## src/rtl/alu_pkg.sv

```systemverilog
// Shared ALU definitions: opcode and FSM enums plus the fixed divide corner-case results.
package alu_pkg;

    localparam int OP_W  = 5;
    localparam int MAX_W = 64;

    typedef enum logic [OP_W-1:0] {
        OP_ADD    = 5'd0,
        OP_SUB    = 5'd1,
        OP_AND    = 5'd2,
        OP_OR     = 5'd3,
        OP_XOR    = 5'd4,
        OP_SLL    = 5'd5,
        OP_SRL    = 5'd6,
        OP_SRA    = 5'd7,
        OP_LT     = 5'd8,
        OP_LTU    = 5'd9,
        OP_NOP    = 5'd10,
        OP_MUL    = 5'd11,
        OP_MULH   = 5'd12,
        OP_MULHSU = 5'd13,
        OP_MULHU  = 5'd14,
        OP_DIV    = 5'd15,
        OP_DIVU   = 5'd16,
        OP_REM    = 5'd17,
        OP_REMU   = 5'd18
    } op_e;

    typedef enum logic [1:0] {
        ST_IDLE = 2'd0,
        ST_BUSY = 2'd1,
        ST_DONE = 2'd2
    } state_e;

    // Quotient on divide-by-zero is all ones; remainder on signed overflow is zero.
    // Sliced down to the datapath width by the user.
    localparam logic [MAX_W-1:0] DIVZ_QUO = {MAX_W{1'b1}};
    localparam logic [MAX_W-1:0] OVF_REM  = {MAX_W{1'b0}};

endpackage

```

## src/rtl/md_iter.sv

```systemverilog
// Iterative multiply/divide datapath: radix-2 shift-add multiply, restoring divide,
// one step per cycle for WIDTH cycles. Operates on magnitudes and fixes signs at the end.
// Divider present only when ALU_MD_DIV_EN is defined.
module md_iter
    import alu_pkg::*;
#(
    parameter int WIDTH = 32
) (
    input  logic             clk,
    input  logic             rst_n,
    input  logic             start_i,
    input  logic             abort_i,
    input  logic             div_i,
    input  logic             s1_i,
    input  logic             s2_i,
    input  logic             hi_i,
    input  logic [WIDTH-1:0] a_i,
    input  logic [WIDTH-1:0] b_i,
    output logic             done_o,
    output logic [WIDTH-1:0] res_o
);

    localparam int CW = $clog2(WIDTH);

    logic             busy_q;
    logic [CW-1:0]    cnt_q;
    logic [WIDTH-1:0] a_q, b_q, p_q, a_d, p_d;
    logic [WIDTH-1:0] abs1, abs2, mul_res;
    logic [WIDTH:0]   mul_sum;
    logic [2*WIDTH-1:0] prod, prod_s;
    logic             neg_q, hi_q, sg1, sg2, go_div;

    assign sg1    = s1_i & a_i[WIDTH-1];
    assign sg2    = s2_i & b_i[WIDTH-1];
    assign abs1   = sg1 ? -a_i : a_i;
    assign abs2   = sg2 ? -b_i : b_i;
    assign done_o = busy_q & (cnt_q == CW'(WIDTH-1));

    // Multiply step: p:a holds the running product, a also shifts out multiplier bits.
    assign mul_sum = {1'b0, p_q} + ({(WIDTH+1){a_q[0]}} & {1'b0, b_q});

    // Result sees the final step's next values so it lands in the same edge as done.
    assign prod    = {p_d, a_d};
    assign prod_s  = neg_q ? -prod : prod;
    assign mul_res = hi_q ? prod_s[2*WIDTH-1:WIDTH] : prod_s[WIDTH-1:0];

`ifdef ALU_MD_DIV_EN
    logic             div_q, negr_q, divz_q, ovf_q;
    logic [WIDTH-1:0] a_raw_q, quo, rem;
    logic [WIDTH:0]   rem_sh, diff;

    assign go_div = div_i;

    // Divide-only side state: remainder sign, corner-case flags and raw dividend.
    always_ff @(posedge clk or negedge rst_n) begin
        if (!rst_n) begin
            div_q   <= 1'b0;
            negr_q  <= 1'b0;
            divz_q  <= 1'b0;
            ovf_q   <= 1'b0;
            a_raw_q <= '0;
        end else if (start_i && !abort_i) begin
            div_q   <= div_i;
            negr_q  <= sg1;
            divz_q  <= (b_i == '0);
            ovf_q   <= s1_i & s2_i & (a_i == {1'b1, {(WIDTH-1){1'b0}}}) & (b_i == '1);
            a_raw_q <= a_i;
        end
    end

    // One iteration: restoring-divide step or shift-add multiply step.
    always_comb begin
        rem_sh = {p_q, a_q[WIDTH-1]};
        diff   = rem_sh - {1'b0, b_q};
        p_d    = mul_sum[WIDTH:1];
        a_d    = {mul_sum[0], a_q[WIDTH-1:1]};
        if (div_q) begin
            if (!diff[WIDTH]) begin
                p_d = diff[WIDTH-1:0];
                a_d = {a_q[WIDTH-2:0], 1'b1};
            end else begin
                p_d = rem_sh[WIDTH-1:0];
                a_d = {a_q[WIDTH-2:0], 1'b0};
            end
        end
    end

    // Sign fix-up and divide corner cases.
    always_comb begin
        quo = neg_q ? -a_d : a_d;
        rem = negr_q ? -p_d : p_d;
        if (divz_q) begin
            quo = DIVZ_QUO[WIDTH-1:0];
            rem = a_raw_q;
        end else if (ovf_q) begin
            quo = a_raw_q;
            rem = OVF_REM[WIDTH-1:0];
        end
        res_o = mul_res;
        if (div_q) res_o = hi_q ? rem : quo;
    end
`else
    logic unused_div;

    assign unused_div = div_i;
    assign go_div     = 1'b0;
    assign p_d        = mul_sum[WIDTH:1];
    assign a_d        = {mul_sum[0], a_q[WIDTH-1:1]};
    assign res_o      = mul_res;
`endif

    // Operand load at start, one step per busy cycle, abort drops the operation.
    always_ff @(posedge clk or negedge rst_n) begin
        if (!rst_n) begin
            busy_q <= 1'b0;
            cnt_q  <= '0;
            a_q    <= '0;
            b_q    <= '0;
            p_q    <= '0;
            neg_q  <= 1'b0;
            hi_q   <= 1'b0;
        end else if (abort_i) begin
            busy_q <= 1'b0;
            cnt_q  <= '0;
        end else if (start_i) begin
            busy_q <= 1'b1;
            cnt_q  <= '0;
            p_q    <= '0;
            neg_q  <= sg1 ^ sg2;
            hi_q   <= hi_i;
            if (go_div) begin
                a_q <= abs1;
                b_q <= abs2;
            end else begin
                a_q <= abs2;
                b_q <= abs1;
            end
        end else if (busy_q) begin
            p_q   <= p_d;
            a_q   <= a_d;
            cnt_q <= cnt_q + 1'b1;
            if (done_o) busy_q <= 1'b0;
        end
    end

endmodule

```

## src/rtl/alu_md.sv

```systemverilog
// ALU with single-cycle ops and iterative multiply/divide behind a valid/ready handshake.
// Define ALU_MD_DIV_EN to include the divider; otherwise DIV/DIVU/REM/REMU report err.
module alu_md
    import alu_pkg::*;
#(
    parameter int WIDTH = 32,
    parameter int OP_W  = alu_pkg::OP_W
) (
    input  logic             clk,
    input  logic             rst_n,
    input  logic             in_valid,
    output logic             in_ready,
    input  logic [WIDTH-1:0] in1,
    input  logic [WIDTH-1:0] in2,
    input  logic [OP_W-1:0]  op,
    input  logic             flush,
    output logic             out_valid,
    input  logic             out_ready,
    output logic [WIDTH-1:0] out,
    output logic             err
);

    localparam int SW = $clog2(WIDTH);

    state_e           state_q, state_d;
    logic [WIDTH-1:0] out_q, out_d, alu_res, md_res;
    logic             err_q, err_d;
    logic             accept, is_iter, undef, md_start, md_done;
    logic             md_div, md_s1, md_s2, md_hi;
    logic [SW-1:0]    sh;
    op_e              op_s;

    assign op_s      = op_e'(op);
    assign sh        = in2[SW-1:0];
    assign in_ready  = (state_q == ST_IDLE) | ((state_q == ST_DONE) & out_ready);
    assign accept    = in_valid & in_ready & ~flush;
    assign md_start  = accept & is_iter;
    assign out_valid = (state_q == ST_DONE);
    assign out       = out_q;
    assign err       = err_q;

    // Opcode decode: single-cycle result plus controls for the iterative unit.
    always_comb begin
        alu_res = '0;
        is_iter = 1'b0;
        undef   = 1'b0;
        md_div  = 1'b0;
        md_s1   = 1'b0;
        md_s2   = 1'b0;
        md_hi   = 1'b0;
        case (op_s)
            OP_ADD:    alu_res = in1 + in2;
            OP_SUB:    alu_res = in1 - in2;
            OP_AND:    alu_res = in1 & in2;
            OP_OR:     alu_res = in1 | in2;
            OP_XOR:    alu_res = in1 ^ in2;
            OP_SLL:    alu_res = in1 << sh;
            OP_SRL:    alu_res = in1 >> sh;
            OP_SRA:    alu_res = $signed(in1) >>> sh;
            OP_LT:     alu_res = {{(WIDTH-1){1'b0}}, ($signed(in1) < $signed(in2))};
            OP_LTU:    alu_res = {{(WIDTH-1){1'b0}}, (in1 < in2)};
            OP_NOP:    alu_res = '0;
            OP_MUL:    is_iter = 1'b1;
            OP_MULH:   begin is_iter = 1'b1; md_s1 = 1'b1; md_s2 = 1'b1; md_hi = 1'b1; end
            OP_MULHSU: begin is_iter = 1'b1; md_s1 = 1'b1; md_hi = 1'b1; end
            OP_MULHU:  begin is_iter = 1'b1; md_hi = 1'b1; end
`ifdef ALU_MD_DIV_EN
            OP_DIV:    begin is_iter = 1'b1; md_div = 1'b1; md_s1 = 1'b1; md_s2 = 1'b1; end
            OP_DIVU:   begin is_iter = 1'b1; md_div = 1'b1; end
            OP_REM:    begin is_iter = 1'b1; md_div = 1'b1; md_s1 = 1'b1; md_s2 = 1'b1; md_hi = 1'b1; end
            OP_REMU:   begin is_iter = 1'b1; md_div = 1'b1; md_hi = 1'b1; end
`endif
            default:   undef = 1'b1;
        endcase
    end

    md_iter #(.WIDTH(WIDTH)) u_md (
        .clk     (clk),
        .rst_n   (rst_n),
        .start_i (md_start),
        .abort_i (flush),
        .div_i   (md_div),
        .s1_i    (md_s1),
        .s2_i    (md_s2),
        .hi_i    (md_hi),
        .a_i     (in1),
        .b_i     (in2),
        .done_o  (md_done),
        .res_o   (md_res)
    );

    // Next state and result capture; flush wins over everything including a new accept.
    always_comb begin
        state_d = state_q;
        out_d   = out_q;
        err_d   = err_q;
        if (flush) begin
            state_d = ST_IDLE;
        end else begin
            case (state_q)
                ST_IDLE, ST_DONE: begin
                    if (accept) begin
                        if (is_iter) begin
                            state_d = ST_BUSY;
                        end else begin
                            state_d = ST_DONE;
                            out_d   = alu_res;
                            err_d   = undef;
                        end
                    end else if ((state_q == ST_DONE) && out_ready) begin
                        state_d = ST_IDLE;
                    end
                end
                ST_BUSY: begin
                    if (md_done) begin
                        state_d = ST_DONE;
                        out_d   = md_res;
                        err_d   = 1'b0;
                    end
                end
                default: state_d = ST_IDLE;
            endcase
        end
    end

    // State and registered outputs.
    always_ff @(posedge clk or negedge rst_n) begin
        if (!rst_n) begin
            state_q <= ST_IDLE;
            out_q   <= '0;
            err_q   <= 1'b0;
        end else begin
            state_q <= state_d;
            out_q   <= out_d;
            err_q   <= err_d;
        end
    end

endmodule

```

## config.mk

```make
export PLATFORM = sky130hd
export DESIGN_NAME = alu_md
export DESIGN_NICKNAME = d
export VERILOG_FILES = /design/src/rtl/alu_pkg.sv /design/src/rtl/md_iter.sv /design/src/rtl/alu_md.sv
export SDC_FILE = /design/constraint.sdc
export NUM_CORES = 1
export LEC_CHECK = 0
export ABC_AREA = 0
export CORE_MARGIN = 4
export CORE_UTILIZATION = 50
export CTS_BUF_LIST = sky130_fd_sc_hd__clkbuf_4 sky130_fd_sc_hd__clkbuf_8
export DETAILED_ROUTE_END_ITERATION = 12
export PLACE_DENSITY_LB_ADDON = 0.2
export SYNTH_ARGS = -nofsm -noshare
export SYNTH_HDL_FRONTEND = slang
export SYNTH_HIERARCHICAL = 1
export SYNTH_SLANG_ARGS = --single-unit
```

## constraint.sdc

```tcl
create_clock -name clk -period 5.5 [get_ports clk]
set_input_delay 1.1 -clock clk [delete_from_list [all_inputs] [get_ports clk]]
set_output_delay 1.1 -clock clk [all_outputs]
set_load 0.03 [all_outputs]
```

==> run summary <==
STA classifies the critical path startpoint as a register. The tools report the synthesized net count as 2922. The worst setup path is captured at a register.

Derived from the worst setup path, the maximum achievable clock frequency is 187.2 MHz. The final layout contains routed wiring with a total length of 97070 um. The post-route netlist has 11.78% of its cells at a drive strength greater than 1. The worst register-to-register path has a setup slack of 160 ps. The number of global-route vias before repair is 21728. The final critical-path setup slack is 157.7 ps, and the pin count of the biggest net entering global routing is 98. The critical path in this run is classified as reg2reg.

TritonCTS built the clock tree. The run gives 500 ps as the source-to-sink clock delay at the later pin of the worst-skew pair. After clock tree synthesis, the clock-pin slew on the worst setup and hold paths is 90 ps. The tools report the worst hold endpoint as u_md/b_q[30].

Setup violations remaining at the end of the flow were counted as 0. The CTS root buffer is sky130_fd_sc_hd__clkbuf_8. The number of buffers created by CTS is 17, and the area of the mapped netlist is 0.02009 mm2. The initial antenna violation count is 2, and the post-layout minimum cycle time is 5342 ps.

The logs give 0 for the number of remaining DRC errors and 0 for the max-slew violation count. The area of all sequential standard cells was 0.003478 mm2; the worst-case clock skew was 18.45 ps. Routability-driven placement finished with a final weighted congestion of 1.106.

In this run the tool buffered the top-level ports with 108 buffer cells. The routed via count divided by cell count was 6.991; the area of combinational cells with multiple inputs was 0.01556 mm2. The transition at the pin with the smallest max-transition slack was 1073 ps; the floorplan die width was 208.5 um. The average routed wire per standard cell works out to 28.97 um. The initial utilization of the core area, before any placement, comes to 50.57%. The arrival time of data at the critical path endpoint is 5710 ps, and the largest driver fanout on the critical path is 4. Final design utilization: 57.62%. The reported leakage power came out at 9.324 nW. The flow ran to the end, and the final reports show no timing, DRC or antenna violations. Data on the critical path is required at its endpoint by 5870 ps. Depth of the worst register-to-register path: 18. In this run the critical register-to-register path is captured at out[29].

The H-tree was split into 4 levels. For this design, the sink count on the clock tree is 139. The region available for standard cell placement spans 0.03973 mm2. The total power divided by cell area was 278.3 mW/mm2. The number of endpoints with negative hold slack in the final report is 0, and the worst relative slew slack is 28.47%. The net count of the finished layout is 3027.

The first global-routing pass estimated 141700 um of wire. Max-capacitance violation count: 0. After legalization and detailed placement, the total HPWL measured 76730 um. From synthesis to final layout, the design area changed by 13.94%. The post-synthesis area per instance is 7.419 um2, and the count of standard-cell rows is 73. The worst min-delay path category was reg2reg. The number of antenna diodes in the final layout is 0.

Counting instances, the worst hold path has a depth of 2. The startpoint identified for the worst register-to-register timing path is u_md/a_q[0]. The first detailed-routing pass took 6 iterations. The tools report the DRC marker count from the first detailed-route iteration as 3402. The peak supply drop came out at 179.4 uV. Die extent in y: 208.5 um. The ratio of final minimum period to clock period works out to 97.13%.

In this run the most critical hold path is launched from u_md/b_q[30]. The overall die area came out at 0.04346 mm2. Yosys printed 6 warnings.

For the number of standard cells after synthesis, the log shows 2708. Number of filler cells placed in the layout: 3848. The tools report the total grt overflow as 0. Final hold analysis gives a worst-case slack of 483.4 ps.

The logs give 23427 for the overall via count from detail_route and 25.18 ps for the minimum setup slack after placement. Global routing consumed, over all layers together, 42.58% of the routing resources. The number of nets with antenna violations after routing was 0; the top-level I/O count was 109. For the maximum buffer depth of the clock tree, the log shows 2.
[final cells by class]
type                            instances  share of cell area (%)
Clock buffer                           18                   1.082
Clock inverter                         14                  0.8089
Inverter                              118                   1.935
Multi-Input combinational cell       2263                   67.98
Sequential cell                       139                   15.19
Tap cell                              525                   2.869
Timing Repair Buffer                  274                   10.13
[repair_timing]
item | in CTS | in global routing
endpoints found under the setup margin | 1 | 4
pin swaps | 0 | 5
setup buffers | 0 | 0
gates resized for setup | 1 | 25
hold buffers | 0 | 0
[sequential cells by signal, indices dropped and copies added (netlist names)]
name         flops
u_md/busy_q      1
u_md/hi_q        1
u_md/neg_q       1
u_md/cnt_q       5
u_md/a_q        32
state_q          2
u_md/p_q        32
err              1
out             32
u_md/b_q        32
[routing by layer]
metal | track usage, % | vias to the layer above | part of all wire (%)
li1 | - | 10245 | -
met1 | 55.52 | 11292 | 38
met2 | 65.43 | 1541 | 43
met3 | 8.791 | 349 | 11
met4 | 24.89 | 0 | 7.6
met5 | 0 | - | 0
[where the power goes]
group          total [mW]  leakage (nW)  switching [mW]  internal, mW
Clock               0.974         0.209           0.503         0.471
Sequential           1.57          1.83           0.298          1.27
Combinational        3.83          7.28            2.41          1.42
Total                6.37          9.32            3.21          3.17
[through the flow]
step	std cells	TNS [ps]	power (mW)	instance area (um2)
floorplan	2708	0	3.716	20090
global placement	3319	0	5.161	22350
detailed placement	3319	0	5.211	22350
CTS	3351	0	6.182	22780
global route	3351	-56.58	6.650	22890
finish	3351	0	6.371	22890
[critical path: stages (launching register included)]
cell                       delay [ps]
sky130_fd_sc_hd__dfrtp_1          410
sky130_fd_sc_hd__and2_1           150
sky130_fd_sc_hd__ha_1             210
sky130_fd_sc_hd__fa_2             380
sky130_fd_sc_hd__a21o_1           210
sky130_fd_sc_hd__a311o_2          370
sky130_fd_sc_hd__a31oi_4          190
sky130_fd_sc_hd__xnor2_2           80
sky130_fd_sc_hd__or4_4            530
sky130_fd_sc_hd__or4_4            560
sky130_fd_sc_hd__or3_4            450
sky130_fd_sc_hd__nor4_1           250
sky130_fd_sc_hd__nor3_1           140
sky130_fd_sc_hd__a222oi_1         210
sky130_fd_sc_hd__o21ai_0          220
sky130_fd_sc_hd__a41oi_1          220
sky130_fd_sc_hd__nand4_1          190
sky130_fd_sc_hd__o31ai_1          320
sky130_fd_sc_hd__o32ai_2          130
[worst max-delay path by stage]
stage,startpoint,endpoint,slack [ps],depth (start not counted)
CTS,u_md/a_q[0],out[25],20,18
detailed placement,u_md/a_q[0],out[25],30,18
global route,u_md/a_q[0],out[26],-30,21
floorplan,u_md/a_q[0],out[31],170,22
finish,u_md/a_q[0],out[29],160,18
global placement,u_md/a_q[0],out[31],90,20
[placed cells by master, fill, tap and decap left out, types with 20 or more instances in the layout]
| master | n |
|---|---|
| sky130_fd_sc_hd__nand2_1 | 286 |
| sky130_fd_sc_hd__a21oi_1 | 265 |
| sky130_fd_sc_hd__o21ai_0 | 250 |
| sky130_fd_sc_hd__nor2_1 | 220 |
| sky130_fd_sc_hd__buf_4 | 166 |
| sky130_fd_sc_hd__dfrtp_1 | 139 |
| sky130_fd_sc_hd__ha_1 | 135 |
| sky130_fd_sc_hd__inv_1 | 113 |
| sky130_fd_sc_hd__clkdlybuf4s50_1 | 102 |
| sky130_fd_sc_hd__xnor2_1 | 94 |
| sky130_fd_sc_hd__mux2i_1 | 64 |
| sky130_fd_sc_hd__nor3_1 | 56 |
| sky130_fd_sc_hd__xor2_1 | 49 |
| sky130_fd_sc_hd__and2_1 | 47 |
| sky130_fd_sc_hd__nand3_1 | 41 |
| sky130_fd_sc_hd__mux4_2 | 39 |
| sky130_fd_sc_hd__a211oi_1 | 36 |
| sky130_fd_sc_hd__a31oi_1 | 36 |
| sky130_fd_sc_hd__o31ai_1 | 36 |
| sky130_fd_sc_hd__nor4_1 | 31 |
| sky130_fd_sc_hd__nor3b_1 | 31 |
| sky130_fd_sc_hd__a21o_1 | 30 |
| sky130_fd_sc_hd__and3_1 | 28 |
| sky130_fd_sc_hd__nand4_1 | 27 |
| sky130_fd_sc_hd__o211ai_1 | 26 |
| sky130_fd_sc_hd__nand2b_1 | 22 |
| sky130_fd_sc_hd__o21a_1 | 21 |
| sky130_fd_sc_hd__a22o_1 | 20 |
No activity file was read; power rests on OpenSTA's default activity.
